**config.mk**
```make
export PLATFORM = sky130hd
export DESIGN_NAME = stream_demux
export DESIGN_NICKNAME = d
export VERILOG_FILES = /design/src/rtl/stream_demux.sv
export SDC_FILE = /design/constraint.sdc
export NUM_CORES = 1
export LEC_CHECK = 0
export CAP_MARGIN = 20
export CORE_UTILIZATION = 31
export DETAILED_ROUTE_END_ITERATION = 6
export MAX_ROUTING_LAYER = met4
export PLACE_DENSITY = 0.54
export REMOVE_ABC_BUFFERS = 1
export SLEW_MARGIN = 10
export SYNTH_ARGS = -nofsm -noshare
export SYNTH_HDL_FRONTEND = slang
export SYNTH_SLANG_ARGS = --single-unit
```
**constraint.sdc**
```tcl
create_clock -name clk -period 10.7 [get_ports clk]
set_input_delay 3.21 -clock clk [delete_from_list [all_inputs] [get_ports clk]]
set_output_delay 3.21 -clock clk [all_outputs]
set_load 0.02 [all_outputs]
```
**src/rtl/stream_demux.sv**
```systemverilog
// Registered 1-to-NUM_OUT stream demultiplexer with one-entry output slots.
// Target is in_sel (mode 0) or a round-robin pointer (mode 1).
module stream_demux #(
  parameter  int WIDTH   = 8,
  parameter  int NUM_OUT = 8,
  localparam int SEL_W   = $clog2(NUM_OUT)
) (
  input  logic                     clk,
  input  logic                     rst,
  input  logic                     mode,
  input  logic [WIDTH-1:0]         in_data,
  input  logic [SEL_W-1:0]         in_sel,
  input  logic                     in_valid,
  output logic                     in_ready,
  output logic [NUM_OUT*WIDTH-1:0] out_data,
  output logic [NUM_OUT-1:0]       out_valid,
  input  logic [NUM_OUT-1:0]       out_ready,
  output logic [SEL_W-1:0]         rr_ptr,
  output logic [7:0]               drop_cnt
);

  localparam logic [SEL_W:0]   NUM_OUT_W = (SEL_W+1)'(NUM_OUT);
  localparam logic [SEL_W-1:0] LAST_CH   = SEL_W'(NUM_OUT - 1);

  logic [NUM_OUT-1:0]       r_valid;
  logic [NUM_OUT*WIDTH-1:0] r_data;
  logic [SEL_W-1:0]         r_ptr;
  logic [7:0]               r_drop;

  logic [SEL_W-1:0]   w_target;
  logic               w_in_range;
  logic               w_slot_free;
  logic               w_ready;
  logic               w_xfer;
  logic [NUM_OUT-1:0] w_load;

  assign w_target   = mode ? r_ptr : in_sel;
  assign w_in_range = {1'b0, w_target} < NUM_OUT_W;

  // Decode by comparison so an out-of-range select never indexes past the slots.
  always_comb begin
    w_slot_free = 1'b0;
    for (int i = 0; i < NUM_OUT; i++) begin
      if (w_target == SEL_W'(i)) begin
        w_slot_free = !r_valid[i] | out_ready[i];
      end
    end
  end

  // Out-of-range words are always accepted and discarded.
  assign w_ready = !rst & (!w_in_range | w_slot_free);
  assign w_xfer  = in_valid & w_ready;

  always_comb begin
    w_load = '0;
    for (int i = 0; i < NUM_OUT; i++) begin
      w_load[i] = w_xfer & (w_target == SEL_W'(i));
    end
  end

  always_ff @(posedge clk or posedge rst) begin
    if (rst) begin
      r_valid <= '0;
      r_data  <= '0;
    end else begin
      for (int i = 0; i < NUM_OUT; i++) begin
        if (w_load[i]) begin
          r_valid[i]                 <= 1'b1;
          r_data[i*WIDTH +: WIDTH]   <= in_data;
        end else if (out_ready[i]) begin
          r_valid[i] <= 1'b0;
        end
      end
    end
  end

  always_ff @(posedge clk or posedge rst) begin
    if (rst) begin
      r_ptr <= '0;
    end else if (w_xfer & mode) begin
      r_ptr <= (r_ptr == LAST_CH) ? '0 : r_ptr + 1'b1;
    end
  end

  always_ff @(posedge clk or posedge rst) begin
    if (rst) begin
      r_drop <= '0;
    end else if (w_xfer & !w_in_range & (r_drop != 8'hFF)) begin
      r_drop <= r_drop + 8'd1;
    end
  end

  assign in_ready  = w_ready;
  assign out_data  = r_data;
  assign out_valid = r_valid;
  assign rr_ptr    = r_ptr;
  assign drop_cnt  = r_drop;

endmodule

```
* Word-level counts from Yosys, hierarchy flattened
Cells that the tools add are included.
W data, S select, Z words.
** Storage, ports and cells
- Flip-flop bits (word level) :: 75
- Output and inout bits :: 84
- Word-level logic and storage cells :: 89
** Operators by class
- Add/subtract/negate cells :: 1
- Equality and inequality tests :: 8
- Mux-type cells :: 26
- Bitwise logic cells :: 19
- Reduce and logical (&&, ||, !) cells :: 18
** Operator list (number)
- $mux W1 :: 24
- $reduce_bool A2 Y1 :: 8
- $eq A3 B3 Y1 const B :: 5
- $and A1 B1 Y1 :: 11
- $logic_not A1 Y1 :: 9
- $or A1 B1 Y1 :: 8
- $eq A3 B2 Y1 const B :: 2
- $mux W3 :: 2
- $add A3 B1 Y3 const B :: 1
- $eq A3 B1 Y1 const B :: 1
- $logic_not A3 Y1 :: 1

* Depth between registers and ports, before layout
Gate-level depths: netlist of the first run.
- Depth after elaboration :: 14
- Gate-level depth with buffers :: 8
- Depth with buffers taken out :: 6

* Worst setup path after synthesis of the first run
OpenSTA, ideal clock, no wires.
- Path kind :: input-to-output
- Start point :: input rst
- End point :: output in_ready
- Data arrival time :: 5.260 ns
- Required time :: 7.490 ns
- Slack :: 2.230 ns
- Cell stages on the path :: 2
- Path buffers :: 0
- Cell sequence :: inv_1 and3_1
** Between the ends
- Word-level cells in the longest chain between the ends :: 2
** RTL lines
- start: declaration :: line 9 : input logic rst,
- $logic_not A1 Y1 (no line)
- $and A1 B1 Y1 :: line 51 : assign w_ready = !rst & (!w_in_range | w_slot_free);
- end: declaration :: line 14 : output logic in_ready,
Every way passes these cells.

* Worst setup path in the final report of the first run
- Start point :: input mode
- End point :: output in_ready
** Between the ends
- Word-level cells in the longest chain between the ends :: 11
- Elaborated cells on any way between the ends :: 18
- Classes of those cells :: eq/ne (7); mux (9); bitwise (1); reduce/logical (1)
** RTL lines
- start: declaration :: line 10 : input logic mode,
- $mux W3 * :: line 37 : assign w_target = mode ? r_ptr : in_sel;
- $logic_not A3 Y1 :: line 44 : if (w_target == SEL_W'(i)) begin
- $mux W1 (7 in series) :: line 44
- $mux W1 * :: line 44
- $and A1 B1 Y1 * :: line 51
Mark *: on every way between the ends. The rest lies on a longest branch, timed or not.

==> impl_metrics.yaml, run 1 <==
status:
  outcome: "finished clean"
logic_synthesis:
  yosys.area.top_type: "dfrtp_1"
  synth_area_um2: 3180
  synthTopCellsByArea: "dfrtp_1 (59%), mux2_2 (21%), mux2_4 (3.8%)"
  synth_cell_types: 39
  synthDominantCellAreaShare: 0.590
  synth_area_per_cell_um2: 14.3
  ys_seq_elements: 75
  ys_seq_area_frac: 0.590
  netlist_instances: 222
  ys_warn_count: 0
drt:
  avgRoutedWirePerCell_um: 16.2
  finalWirelength_um: 7530
  detail_route.vias_per_cell: 4.67
  ant_nets: 0
  vias: 2173
  drtIter0Drc: 29
  drc: 0
  drt_first_pass_iters: 4
power_and_ir_drop:
  powerDensity_nw_per_um2: 289
  p_comb_frac: 0.449
  total_power_uw: 1300
  peakVddDrop_uv: 132
  leakagePower_uw: 0.00198
  p_int_uw: 855
  switching_power_uw: 449
  p_clk_frac: 0.193
  p_sw_frac: 0.345
  sequentialPowerShare: 0.358
cts:
  cts_made_buffers: 9
  cts_resized: 0
  cts_max_level: 3
  ctsHoldBuffers: 0
  clock_latency_ns: 0.34
  cts_tree: "done"
  clock_sinks: 75
  cts-root-buf: "clkbuf_8"
  path_clk_slew_ns: 0.08
  clockBufferDepth: 2
  cts_setup_buffers: 0
sta:
  timing.fmax_ghz: 0.112
  finalSetupViolations: 0
  clock_skew_ns: 0.0119
  post-route-period-util: 0.834
  slew_violations: 0
  tns_ns: 0
  relSlewSlack: 0.296
  rsz0062_at_grt: "no"
  fin_crit_ns: 8.92
  hold_viol_final: 0
  worst_slew_pin_slew_ns: 1.06
die:
  start_util: 0.323
  dieArea_um2: 10700
  die_w_um: 103
  ioPinCount: 107
  rows: 36
  die_h_um: 103
  coreArea_um2: 9860
final_layout:
  antenna_cells: 0
  stdcell_count: 465
  final_common_cell: "clkdlybuf4s50_1"
  final_cell_mix: "clkdlybuf4s50_1 (98), dfrtp_1 (75), mux2_2 (60), nand2_1 (13), clkbuf_8 (10)"
  syn_to_final_growth_pct: 41.7
  drive_gt1_frac: 0.280
  final_util: 0.457
  nNetsFinal: 352
critical_path:
  worstPathRequired_ns: 7.49
  worst-setup-path-type: "input pin to output pin"
  cp_max_fo: 12
  critPathLaunchType: "input pin"
  worst-r2r-setup-slack_ns: 8.04
  reg2reg_depth: 5
  timing.rr.start: "rr_ptr[0]$_DFFE_PP0P_"
  cp_data_arrival_time_ns: 5.71
  r2r_end: "out_data[54]$_DFFE_PP0P_"
  endpoint_kind: "output pin"
place:
  dp_hpwl_um: 5160
  port_buffers: 98
  gp_congestion: 0.833
  placedCellCount: 449
hold_path:
  min-delay-start: "out_data[12]$_DFFE_PP0P_"
  hold_path_end: "out_data[12]$_DFFE_PP0P_"
  min_path_cells: 1
  hp-class: "register to register"
job:
  maxCapViolations: 0
global_route:
  grt_remaining_overflow: 0
  track_usage: 0.158
  grt_first_pass_wirelength_um: 11700
  grt_max_degree: 76
  antenna_found_initial: 0
  grt_pass1_vias: 2141
metrics by stage:
step	setup WS (ns)	hold WS [ns]	instance area, µm²
floorplan	2.23	0.616	3120
global placement	1.83	0.487	4270
detailed placement	1.79	0.493	4270
CTS	1.78	0.512	4510
global route	1.59	0.516	4510
finish	1.78	0.506	4510
registers in the layout, summed over array words and instances (netlist names):
name,cells
out_valid,8
out_data,64
rr_ptr,3
worst max-delay path by stage:
stage	from	end	slack (ns)	depth (start not counted)
after global placement	mode	in_ready	1.83	7
after detailed placement	mode	in_ready	1.79	7
after global routing	mode	in_ready	1.59	7
after CTS	mode	in_ready	1.78	7
after floorplan	rst	in_ready	2.23	2
final	mode	in_ready	1.78	7
cells by family (layout without fill, tap and decap cells):
logic type | Yosys count | in the layout | synth area share
flip-flops | 75 | 75 | 0.590
multiplexers | 69 | 69 | 0.253
AND/OR/NAND/NOR | 39 | 39 | 0.0688
AO/OA/AOI/OAI | 18 | 18 | 0.0436
buffers and inverters | 18 | 121 | 0.0358
adder cells (fa/ha/maj) | 2 | 2 | 0.00786
other | 1 | 8 | 0.00118
power groups by stage:
stage,Combinational (µW),Clock (µW),Sequential (µW)
floorplan,158,0,613
global placement,588,0,471
detailed placement,592,0,474
CTS,594,266,469
global route,626,275,484
finish,586,252,466
Yosys cell counts:
library cell	instances
a21oi_1	2
a221oi_1	1
a221oi_2	1
a222oi_1	1
a311oi_2	1
a32o_1	1
a32oi_1	1
and2_1	2
and3_1	1
buf_2	1
buf_4	8
buf_6	2
clkbuf_1	1
conb_1	1
dfrtp_1	75
ha_1	2
inv_1	6
mux2_2	60
mux2_4	8
mux2i_1	1
nand2_1	13
nand2b_1	4
nand3_1	3
nand3b_1	2
nand4_1	1
nor2_1	3
nor2b_1	3
nor3_1	1
nor3_2	1
nor3b_1	1
o21a_1	1
o21ai_0	6
o22a_1	1
o22ai_1	1
o32ai_1	1
or2_2	1
or3b_2	1
or3b_4	1
or4_4	1
layout make-up:
type	count	area (µm²)
inverter	6	23.8
clock inverter	6	97.6
clock buffer	10	138
multi-input combinational	136	1220
timing repair buffer	99	988
tap	133	166
sequential	75	1880
fill	893	5360
critical path, stage by stage:
cell and delay (ns):
clkdlybuf4s50_1 0.70, mux2i_1 0.47, o21a_1 0.22, o32ai_1 0.10
o21ai_0 0.24, and3_1 0.19, clkdlybuf4s50_1 0.59
routing by layer:
metal	wire (µm)	track usage	vias up
met1	3630	0.215	1104
met5	0	-	-
met4	55	0.0672	0
met2	3500	0.224	72
li1	-	-	995
met3	344	0.0363	2
(Power assumes the default switching activity.)
==> inputs of run 2 (changes only) <==
--- a/config.mk
+++ b/config.mk
@@ -9,7 +9,7 @@
 export CORE_UTILIZATION = 31
 export DETAILED_ROUTE_END_ITERATION = 6
 export MAX_ROUTING_LAYER = met4
-export PLACE_DENSITY = 0.54
+export PLACE_DENSITY = 0.56
 export REMOVE_ABC_BUFFERS = 1
 export SLEW_MARGIN = 10
 export SYNTH_ARGS = -nofsm -noshare
==> constraint.sdc (replaced) <==
create_clock -name clk -period 7.55 [get_ports clk]
set_input_delay 2.265 -clock clk [delete_from_list [all_inputs] [get_ports clk]]
set_output_delay 2.265 -clock clk [all_outputs]
set_load 0.02 [all_outputs]
==> run 2 against run 1 <==
Sequential power increased by 43%. Cell area decreased by 0.53%. Non-clock buffer count increased by 1.
==> impl_metrics.yaml, run 2 (synthesis gave the netlist of run 1 again) <==
status:
  outcome: "finished clean"
final_layout:
  drive_gt1_frac: 0.282
  area.sequential_um2: 1880
  nNetsFinal: 353
  final_util: 0.455
  largest_register_ffs: 64
  final_cell_mix: "clkdlybuf4s50_1 (98), dfrtp_1 (75), mux2_2 (60), nand2_1 (13), clkbuf_8 (10)"
  multi_input_area_um2: 1220
  syn_to_final_growth_pct: 40.9
  final_common_cell: "clkdlybuf4s50_1"
  stdcell_count: 466
  antenna_cells: 0
  n_fill_cell: 926
hold_path:
  min_path_cells: 1
  hp-class: "register to register"
  min-delay-start: "out_data[31]$_DFFE_PP0P_"
  hold_path_end: "out_data[31]$_DFFE_PP0P_"
global_route:
  grt_remaining_overflow: 0
  antenna_found_initial: 0
  grt_max_degree: 76
  track_usage: 0.161
  grt_first_pass_wirelength_um: 12000
  grt_pass1_vias: 2146
critical_path:
  cp_common_cell: "clkdlybuf4s50_1"
  critPathLaunchType: "input pin"
  cp_cell_sequence: "clkdlybuf4s50_1 > mux2i_1 > o21a_1 > o32ai_1 > o21ai_0 > and3_1 > clkdlybuf4s50_1"
  worstPathRequired_ns: 5.29
  crit_cells: 7
  cp_max_fo: 12
  r2r_end: "out_data[19]$_DFFE_PP0P_"
  reg2reg_depth: 6
  timing.rr.start: "rr_ptr[2]$_DFFE_PP0P_"
  crit_family: "buffers and inverters"
  worst-r2r-setup-slack_ns: 4.90
  worst-setup-path-type: "input pin to output pin"
  cp_data_arrival_time_ns: 4.82
  critPathMaxStageDelay_ns: 0.70
  worst-path-buf-inv: 2
  critical-path-slowest-cell: "clkdlybuf4s50_1"
  crit_start: "mode"
  endpoint_kind: "output pin"
drt:
  drtIter0Drc: 78
  finalWirelength_um: 7800
  drc: 0
  drt_first_pass_iters: 4
  avgRoutedWirePerCell_um: 16.7
  detail_route.vias_per_cell: 4.74
  vias: 2208
  ant_nets: 0
sta:
  tns_ns: 0
  post-route-period-util: 0.939
  rsz0062_at_grt: "no"
  slew_violations: 0
  worst_slew_pin_slew_ns: 0.957
  clock_skew_ns: 0.0110
  relSlewSlack: 0.362
  finalSetupViolations: 0
  timing.fmax_ghz: 0.141
  fin_crit_ns: 7.09
  hold_viol_final: 0
power_and_ir_drop:
  peakVddDrop_uv: 200
  powerDensity_nw_per_um2: 404
  leakagePower_uw: 0.00197
die:
  start_util: 0.323
  ioPinCount: 107
  die_h_um: 103
  coreArea_um2: 9860
  die_w_um: 103
  rows: 36
  dieArea_um2: 10700
cts:
  clock_sinks: 75
  cts_tree: "done"
  clockBufferDepth: 2
  cts_made_buffers: 9
  path_clk_slew_ns: 0.08
  clock_latency_ns: 0.35
  cts_setup_buffers: 0
  cts_max_level: 3
  cts_resized: 0
  cts-root-buf: "clkbuf_8"
  ctsHoldBuffers: 0
place:
  port_buffers: 98
  placedCellCount: 449
  gp_congestion: 0.854
  dp_hpwl_um: 5180
job:
  maxCapViolations: 0
==> run 2: changes by cell type in the layout (fill, tap and decap cells not counted) <==
cell,change
inv_2,+1
buf_6,+1
bufinv_16,-1
clkinvlp_4,+2
inv_6,+1
clkinv_4,-3
inv_8,-1
clkinv_2,+1
==> run 2: worst max path at each step <==
stage | endpoint | slack [ns]
after global placement | in_ready | 0.58
after global routing | in_ready | 0.25
after CTS | in_ready | 0.49
final | in_ready | 0.46
after floorplan | in_ready | 0.97
after detailed placement | in_ready | 0.48
==> run 2: report_power, final <==
group	internal [µW]	switching, µW	leakage, µW
Sequential	568	97.5	0.000956
Clock	162	156	0.0000987
Combinational	445	385	0.000917
Total	1170	639	0.00197
==> run 2: routing by layer <==
layer / routed length (µm) / vias up / GRT usage
li1: - / 994 / -
met1: 3470 / 1095 / 0.199
met2: 3640 / 106 / 0.248
met3: 545 / 13 / 0.0531
met4: 148 / 0 / 0.0553
met5: 0 / - / -
==> run 2: final cells by class <==
type,instances,share of cell area
Sequential cell,75,0.418
Multi-Input combinational cell,136,0.272
Timing Repair Buffer,100,0.223
Tap cell,133,0.0371
Clock buffer,10,0.0307
Clock inverter,6,0.0142
Inverter,6,0.00502
==> run 2: stage by stage <==
step	setup slack [ns]	power (µW)	area (µm²)	hold slack (ns)
after floorplan	0.970	1090	3120	0.616
after global placement	0.583	1500	4270	0.489
after detailed placement	0.484	1510	4270	0.492
after CTS	0.491	1840	4470	0.511
after global routing	0.255	1920	4490	0.523
final	0.463	1810	4490	0.509
==> inputs of run 3 (changes only) <==
--- a/config.mk
+++ b/config.mk
@@ -5,7 +5,7 @@
 export SDC_FILE = /design/constraint.sdc
 export NUM_CORES = 1
 export LEC_CHECK = 0
-export CAP_MARGIN = 20
+export CAP_MARGIN = 15
 export CORE_UTILIZATION = 31
 export DETAILED_ROUTE_END_ITERATION = 6
 export MAX_ROUTING_LAYER = met4
==> run 3 against run 2 <==
Combinational power is essentially flat. Flip-flop and latch count is the same. Sequential power is essentially flat. Power is essentially flat. First-iteration DRC count shrank 33%. Via count shrank 0.86%. Non-clock buffer count shrank 1. Cell area shrank 0.25%. Routed wire length shrank 0.10%. Worst setup slack gained 0.013 ns. Register-to-register slack lost 0.06 ns. Hold slack lost 0.00077 ns.
==> impl_metrics.yaml, run 3 (synthesis gave the netlist of run 1 again) <==
status:
  outcome: "finished clean"
final_layout:
  largest_register_ffs: 64
  antenna_cells: 0
  final_common_cell: "clkdlybuf4s50_1"
  final_area_um2: 4470
  nNetsFinal: 352
  syn_to_final_growth_pct: 40.6
  drive_gt1_frac: 0.280
  final_cell_mix: "clkdlybuf4s50_1 (98), dfrtp_1 (75), mux2_2 (60), nand2_1 (13), clkbuf_8 (10)"
die:
  ioPinCount: 107
  start_util: 0.323
  coreArea_um2: 9860
  rows: 36
  die_w_um: 103
  die_h_um: 103
  dieArea_um2: 10700
critical_path:
  critPathMaxStageDelay_ns: 0.70
  critPathLaunchType: "input pin"
  worst-path-buf-inv: 2
  reg2reg_depth: 5
  worstPathRequired_ns: 5.29
  cp_data_arrival_time_ns: 4.81
  cp_common_cell: "clkdlybuf4s50_1"
  endpoint_kind: "output pin"
  r2r_end: "out_data[51]$_DFFE_PP0P_"
  worst-setup-path-type: "input pin to output pin"
  crit_family: "buffers and inverters"
  timing.rr.start: "rr_ptr[0]$_DFFE_PP0P_"
  cp_max_fo: 12
  critical-path-slowest-cell: "clkdlybuf4s50_1"
  cp_cell_sequence: "clkdlybuf4s50_1 > mux2i_1 > o21a_1 > o32ai_1 > o21ai_0 > and3_1 > clkdlybuf4s50_1"
  worst-r2r-setup-slack_ns: 4.84
power_and_ir_drop:
  leakagePower_uw: 0.00197
  powerDensity_nw_per_um2: 405
  peakVddDrop_uv: 200
global_route:
  grt_max_degree: 76
  grt_remaining_overflow: 0
  grt_first_pass_wirelength_um: 12000
  track_usage: 0.161
  grt_pass1_vias: 2146
  antenna_found_initial: 0
place:
  dp_hpwl_um: 5180
  gp_congestion: 0.854
  port_buffers: 98
  dpl_cell_area_um2: 4270
cts:
  clock_latency_ns: 0.35
  cts_made_buffers: 9
  path_clk_slew_ns: 0.08
  cts_tree: "done"
  ctsHoldBuffers: 0
  cts_setup_buffers: 0
  clock_sinks: 75
  clockBufferDepth: 2
  cts_max_level: 3
  cts-root-buf: "clkbuf_8"
  cts_resized: 0
sta:
  relSlewSlack: 0.255
  post-route-period-util: 0.937
  tns_ns: 0
  fin_crit_ns: 7.07
  finalSetupViolations: 0
  slew_violations: 0
  rsz0062_at_grt: "no"
  clock_skew_ns: 0.0105
  hold_viol_final: 0
  worst_slew_pin_slew_ns: 1.12
  timing.fmax_ghz: 0.141
hold_path:
  min_path_cells: 1
  min-delay-start: "out_data[22]$_DFFE_PP0P_"
  hold_path_end: "out_data[22]$_DFFE_PP0P_"
  hp-class: "register to register"
drt:
  drt_first_pass_iters: 4
  avgRoutedWirePerCell_um: 16.8
  detail_route.vias_per_cell: 4.71
  ant_nets: 0
  drtIter0Drc: 52
  finalWirelength_um: 7800
  drc: 0
  vias: 2189
job:
  maxCapViolations: 0
-- run 3: power breakdown --
| group | switching [µW] | total [µW] | leakage, µW | internal (µW) |
|---|---|---|---|---|
| sequential | 97.1 | 665 | 0.000956 | 568 |
| clock | 157 | 318 | 0.0000987 | 162 |
| combinational | 385 | 830 | 0.000911 | 445 |
-- run 3: stage by stage --
step                      hold slack [ns]  total power, µW  utilization  cells  worst slack (ns)
after floorplan                     0.616             1090            -    217             0.970
after global placement              0.489             1500        0.433    449             0.583
after detailed placement            0.492             1510        0.433    449             0.484
after CTS                           0.511             1840        0.454    465             0.491
after global routing                0.523             1920        0.454    465             0.255
final                               0.509             1810        0.454    465             0.476
-- run 3: worst max path at each step --
stage	to	slack, ns	start	cells after the start
2_1_floorplan	in_ready	0.97	rst	2
3_3_place_gp	in_ready	0.58	mode	7
3_5_place_dp	in_ready	0.48	mode	7
4_1_cts	in_ready	0.49	mode	7
5_1_grt	in_ready	0.25	mode	7
6_report	in_ready	0.48	mode	7
-- run 3: cell type report --
class	count	area, µm²
Sequential cell	75	1880
Timing Repair Buffer	99	988
Clock inverter	6	63.8
Multi-Input combinational cell	136	1220
Inverter	6	22.5
Clock buffer	10	138
Fill cell	925	5390
Tap cell	133	166
-- run 3: routing by layer --
layer | vias to the layer above | global-route usage | share of wire
met1 | 1085 | 0.199 | 0.45
met4 | 0 | 0.0553 | 0.010
met2 | 104 | 0.248 | 0.47
li1 | 994 | - | -
met5 | - | - | 0
met3 | 6 | 0.0531 | 0.066
-- run 3: worst register-to-register path, stage by stage (launching register included) --
cell	delay [ns]
dfrtp_1	0.44
mux2i_1	0.39
o21a_1	0.22
a222oi_1	0.14
a311oi_2	0.98
mux2_2	0.42
